[src/rtl/ttrng_pkg.sv]
// Shared constants and types for the TRNG von Neumann collector.
package ttrng_pkg;

    // Width of one collected output byte.
    localparam int BYTE_W = 8;

    // Width of the bit-position counter inside the byte assembler.
    localparam int BIT_CNT_W = $clog2(BYTE_W);

    // Debiaser pair tracking: waiting for the first or the second bit of a pair.
    typedef enum logic {
        PAIR_IDLE  = 1'b0,
        PAIR_HAVE1 = 1'b1
    } pair_state_t;

endpackage : ttrng_pkg

[src/rtl/ttrng_byte_fifo.sv]
// Small byte FIFO holding whitened entropy bytes until the consumer takes them.
// The head byte is shown combinationally and reads as zero while the FIFO is empty.
module ttrng_byte_fifo
    import ttrng_pkg::*;
#(
    parameter int DEPTH = 4
) (
    input  logic                    clk,
    input  logic                    rst,
    input  logic                    push,
    input  logic [BYTE_W-1:0]       push_data,
    input  logic                    pop,
    output logic [BYTE_W-1:0]       head_data,
    output logic                    full,
    output logic                    empty,
    output logic [$clog2(DEPTH):0]  count
);

    localparam int AW = $clog2(DEPTH);
    localparam int CW = AW + 1;

    // Reject depths the power-of-two pointer wrap cannot handle.
    if ((DEPTH < 2) || ((DEPTH & (DEPTH - 1)) != 0)) begin : g_bad_depth
        $error("ttrng_byte_fifo: DEPTH must be a power of two and at least 2");
    end

    logic [BYTE_W-1:0] mem [DEPTH];
    logic [AW-1:0]     wr_ptr;
    logic [AW-1:0]     rd_ptr;
    logic              pop_ok;
    logic              push_ok;

    // A pop on an empty FIFO is ignored; a push into a full FIFO only lands
    // when the same edge also frees a slot by popping.
    assign pop_ok  = pop && !empty;
    assign push_ok = push && (!full || pop_ok);

    assign full      = (count == CW'(DEPTH));
    assign empty     = (count == '0);
    assign head_data = empty ? '0 : mem[rd_ptr];

    // Storage array is written only on accepted pushes and needs no reset.
    always_ff @(posedge clk) begin
        if (push_ok) begin
            mem[wr_ptr] <= push_data;
        end
    end

    // Pointers wrap naturally at DEPTH; the count tracks net pushes minus pops.
    always_ff @(posedge clk or posedge rst) begin
        if (rst) begin
            wr_ptr <= '0;
            rd_ptr <= '0;
            count  <= '0;
        end else begin
            if (push_ok) begin
                wr_ptr <= wr_ptr + 1'b1;
            end
            if (pop_ok) begin
                rd_ptr <= rd_ptr + 1'b1;
            end
            case ({push_ok, pop_ok})
                2'b10:   count <= count + 1'b1;
                2'b01:   count <= count - 1'b1;
                default: count <= count;
            endcase
        end
    end

endmodule : ttrng_byte_fifo

[src/rtl/ttrng_vn_collector.sv]
// Von Neumann debiaser for a raw latch-network entropy stream. Unequal sample
// pairs yield one bit (01 -> 0, 10 -> 1); bits are packed LSB-first into bytes
// that are queued in a small FIFO for the consumer.
module ttrng_vn_collector
    import ttrng_pkg::*;
#(
    parameter int DEPTH = 4
) (
    input  logic                    clk,
    input  logic                    rst,
    input  logic                    en,
    input  logic                    raw_bit,
    input  logic                    raw_valid,
    output logic [BYTE_W-1:0]       data_out,
    output logic                    data_valid,
    input  logic                    data_ready,
    output logic [$clog2(DEPTH):0]  fifo_count,
    output logic                    overflow,
    input  logic                    clr_overflow
);

    pair_state_t            state;
    logic                   first_bit;
    logic [BIT_CNT_W-1:0]   bit_cnt;
    logic [BYTE_W-1:0]      assembler;
    logic [BYTE_W-1:0]      assembler_next;

    logic                   sample_ok;
    logic                   emit;
    logic                   byte_done;
    logic                   fifo_full;
    logic                   fifo_empty;
    logic                   drop;

    // The second sample of an unequal pair emits the first sample's value,
    // which is exactly the 01 -> 0, 10 -> 1 mapping.
    assign sample_ok = en && raw_valid;
    assign emit      = sample_ok && (state == PAIR_HAVE1) && (first_bit != raw_bit);
    assign byte_done = emit && (bit_cnt == BIT_CNT_W'(BYTE_W - 1));

    // Assembler contents with the bit being emitted this cycle already merged,
    // so a completing byte can be pushed on the same edge.
    always_comb begin
        assembler_next          = assembler;
        assembler_next[bit_cnt] = first_bit;
    end

    // When the FIFO is full, the consumer's pop is the only thing that can make room.
    assign drop       = byte_done && fifo_full && !data_ready;
    assign data_valid = !fifo_empty;

    // Pair FSM, bit counter and assembler; disabling clears any partial pair or byte.
    always_ff @(posedge clk or posedge rst) begin
        if (rst) begin
            state     <= PAIR_IDLE;
            first_bit <= 1'b0;
            bit_cnt   <= '0;
            assembler <= '0;
        end else if (!en) begin
            state   <= PAIR_IDLE;
            bit_cnt <= '0;
        end else if (raw_valid) begin
            case (state)
                PAIR_IDLE: begin
                    first_bit <= raw_bit;
                    state     <= PAIR_HAVE1;
                end
                PAIR_HAVE1: begin
                    state <= PAIR_IDLE;
                    if (emit) begin
                        assembler <= assembler_next;
                        bit_cnt   <= bit_cnt + 1'b1;
                    end
                end
                default: state <= PAIR_IDLE;
            endcase
        end
    end

    // Sticky overflow: a dropped byte sets it, and set beats a simultaneous clear.
    always_ff @(posedge clk or posedge rst) begin
        if (rst) begin
            overflow <= 1'b0;
        end else if (drop) begin
            overflow <= 1'b1;
        end else if (clr_overflow) begin
            overflow <= 1'b0;
        end
    end

    ttrng_byte_fifo #(
        .DEPTH (DEPTH)
    ) u_fifo (
        .clk       (clk),
        .rst       (rst),
        .push      (byte_done),
        .push_data (assembler_next),
        .pop       (data_ready),
        .head_data (data_out),
        .full      (fifo_full),
        .empty     (fifo_empty),
        .count     (fifo_count)
    );

endmodule : ttrng_vn_collector

[config.mk]
export PLATFORM = sky130hd
export DESIGN_NAME = ttrng_vn_collector
export DESIGN_NICKNAME = d
export VERILOG_FILES = /design/src/rtl/ttrng_pkg.sv /design/src/rtl/ttrng_byte_fifo.sv /design/src/rtl/ttrng_vn_collector.sv
export SDC_FILE = /design/constraint.sdc
export NUM_CORES = 1
export LEC_CHECK = 0
export ABC_AREA = 0
export BUFFER_PORTS_ARGS = -buffer_cell sky130_fd_sc_hd__buf_2
export CAP_MARGIN = 20
export CORE_ASPECT_RATIO = 1.25
export CORE_MARGIN = 3
export CORE_UTILIZATION = 60
export CTS_BUF_LIST = sky130_fd_sc_hd__clkbuf_8
export CTS_CLUSTER_SIZE = 30
export DETAILED_ROUTE_END_ITERATION = 12
export HOLD_SLACK_MARGIN = 0.05
export PLACE_DENSITY_LB_ADDON = 0.3
export SETUP_SLACK_MARGIN = 0.02
export SYNTH_ARGS = -nofsm -noshare
export SYNTH_HDL_FRONTEND = slang
export SYNTH_HIERARCHICAL = 1
export SYNTH_SLANG_ARGS = --single-unit
[constraint.sdc]
create_clock -name clk -period 4.7 [get_ports clk]
set_input_delay 0.705 -clock clk [delete_from_list [all_inputs] [get_ports clk]]
set_output_delay 0.705 -clock clk [all_outputs]
set_load 0.02 [all_outputs]
==> run_results.csv <==
group,metric,value,unit
pwr,p_leak,1.15,nW
drt,viasPerCell,5.53,
critical_path,cp_data_arrival_time,2.91,ns
cts,post-cts-setup-buffer-count,0,
placed_design,dp_cells,222,
drt,first_pass_iters,4,
synth,synthAdderAreaFrac,0.0436,
timing,skew,0.00948,ns
cts,cts_buffer_depth,2,
cts,cts_inserted_buffers,5,
synth,synth_simple_gate_area_frac,0.0903,
placed_design,gp_congestion,0.687,
run_status,outcome,"completed",
critical_path,critPathCaptureType,"flip-flop",
finish,final_cells,230,
synth,synth_top_area_frac,0.389,
synth,mappedNetlistArea,2470,um2
pwr,powerDensity,427,nW/um2
synth,synth_compound_area_frac,0.0101,
synth,synth_nets,172,
finish,antennaDiodeCount,0,
critical_path,critPathRequiredTime,4.89,ns
synth,synth_ff_type,"edfxtp_1",
pwr,p_total,0.00115,W
synth,syn_inst,157,
timing,setup_viol,0,
die,die_x,63.4,um
grt,grt_pass1_vias,1379,
critical_path,crit_fanout,13,
critical_path,critPathKind,"reg2reg",
drt,drt_iter0_markers,62,
die,core_area,3880,um2
cts,clk_latency,0.30,ns
die,die-area,4920,um2
synth,synth_most_common_cell,"edfxtp_1",
synth,ys_warn_count,6,
synth,async_flop_share,0.396,
timing,worst_pin_slew,0.737,ns
critical_path,r2r_end,"u_fifo/count[2]",
critical_path,critPathLaunchType,"flip-flop",
critical_path,r2r.worst_path.cells,11,
timing,relSlewSlack,0.508,
synth,muxShareOfSynthArea,0.181,
finish,layout-drive-gt1-share,0.341,
synth,ys_ff_latch,53,
timing,fmax,367,MHz
die,start_util,0.636,
drt,detail-route-antenna-nets,0,
critical_path,rr_startpoint,"first_bit",
flow_run,cap_viol_max_count,0,
timing,setup_tns,0,ns
pwr,peakVddDrop,0.177,mV
synth,synthTopCellsByCount,"32 x edfxtp_1, 21 x dfrtp_1, 14 x inv_1",
placed_design,dp_slack,1.71,ns
drt,dr_total_vias,1271,
timing,slew_violations,0,
cts,path_clk_slew,0.09,ns
finish,fillCellCount,287,
die,ios,20,
drt,drc_errors,0,
drt,drt_wl_total,3.98,mm
cts,ctsHtreeMaxLevel,2,
timing,post-route-period-util,0.579,
placed_design,portBuffers,19,
timing,layout_min_cycle_time,2.72,ns
worst_hold_path,hp-class,"in2async",
cts,holdBufCountCts,0,
grt,antenna_found_initial,0,
synth,yosysSeqAreaShare,0.602,
die,die_h,77.7,um
finish,final_cell_area,2690,um2
cts,ctsResizeCount,0,
grt,grt_max_degree,17,
synth,yosysUniqueCellTypes,29,
synth,synthXorXnorAreaFrac,0.0314,
grt,grt_overflow,0,
synth,synth-edff-count,32,
timing,setup_ws,1.98,ns
placed_design,placed_area,2580,um2
cts,cts_tree,"done",
grt,grt_pass1_wl,6.92,mm
timing,finalHoldViolCount,0,
cts,clock-sinks,53,
placed_design,hpwl,2.88,mm
cts,cts-root-buf,"clkbuf_8",
synth,synth_top_family_by_area,"multiplexers",
critical_path,r2r_slack,1.98,ns
synth,post_synth.cell_area_avg,15.7,um2
synth,yosysTopAreaCell,"edfxtp_1",
timing,rsz0062_at_grt,"no",
synth,synth_area_leaders,"edfxtp_1 39%, dfrtp_1 21%, mux4_2 7.3%, mux2_2 5.5%, mux2_4 3.7%",
die,num_rows,25,
finish,final_nets,190,
drt,wl_per_cell,17.3,um
finish,area_growth,9.08,%
grt,grt_use_total,0.187,
==> metal layers <==
layer  global-route usage  vias to the layer above  share of wire
met4               0.0756                        0          0.015
met5                    0                        -              0
met3               0.0550                        8          0.030
met1                0.221                      648           0.41
met2                0.318                       26           0.54
li1                     -                      589              -
==> critical path, cell delays in order, from the launching register on <==
cell     delay (ns)
dfrtp_1        0.51
xnor2_2        0.21
nor3b_4        0.65
and2_1         0.24
o21a_4         0.17
inv_1          0.05
ha_1           0.19
inv_1          0.07
fa_1           0.17
xor2_1         0.16
nor2_1         0.06
xor2_1         0.13
==> how the worst max path moves through the flow <==
stage          startpoint               to  slack [ns]
2_1_floorplan     raw_bit  u_fifo/count[2]        2.21
3_3_place_gp      raw_bit  u_fifo/count[2]        1.77
3_5_place_dp      raw_bit  u_fifo/count[2]        1.71
4_1_cts         first_bit  u_fifo/count[2]        1.96
5_1_grt         first_bit  u_fifo/count[2]        1.76
6_report        first_bit  u_fifo/count[2]        1.98
==> power breakdown <==
part / internal [W] / leakage, nW / switching, W
clock network: 0.000158 / 0.0595 / 0.000140
logic: 0.000127 / 0.500 / 0.000129
registers: 0.000526 / 0.588 / 0.0000681
==> cells in the final DEF, fill, tap and decap left out, types with 2 or more instances in the layout <==
cell,n
xor2_1,4
xnor2_1,3
nand2_1,4
nand3b_1,3
buf_2,19
nor3b_1,3
nor2_1,2
inv_1,15
edfxtp_1,32
mux2i_1,4
mux4_2,8
and2_2,4
and2_1,11
clkbuf_8,5
dfrtp_1,21
mux2_4,6
nand3_1,2
ha_1,7
mux2_2,12
==> stage by stage <==
stage	utilization	hold WS [ns]
final	0.694	0.334
after global routing	0.694	0.349
after CTS	0.694	0.339
after detailed placement	0.665	0.495
after global placement	0.665	0.479
after floorplan	-	0.475
==> state kept, by name, indices dropped and copies added (netlist names) <==
register	count
assembler	8
bit_cnt	3
first_bit	1
overflow	1
state	1
u_fifo/count	3
u_fifo/mem	32
u_fifo/rd_ptr	2
u_fifo/wr_ptr	2
==> logic make-up after synthesis <==
group	count (synthesis)
buffers and inverters	22
adders and majority gates	8
AOI/OAI and AO/OA	2
DFF	53
xor gates and xnor gates	8
and+or+nand+nor	34
muxes	30
==> layout make-up <==
class	count	area (um2)	share of cell area
Sequential cell	53	1490	0.552
Inverter	14	52.6	0.0195
Clock buffer	5	68.8	0.0256
Timing Repair Buffer	19	95.1	0.0353
Clock inverter	3	42.5	0.0158
Multi-Input combinational cell	82	878	0.326
Tap cell	54	67.6	0.0251
No activity file was read; power rests on OpenSTA's default activity.
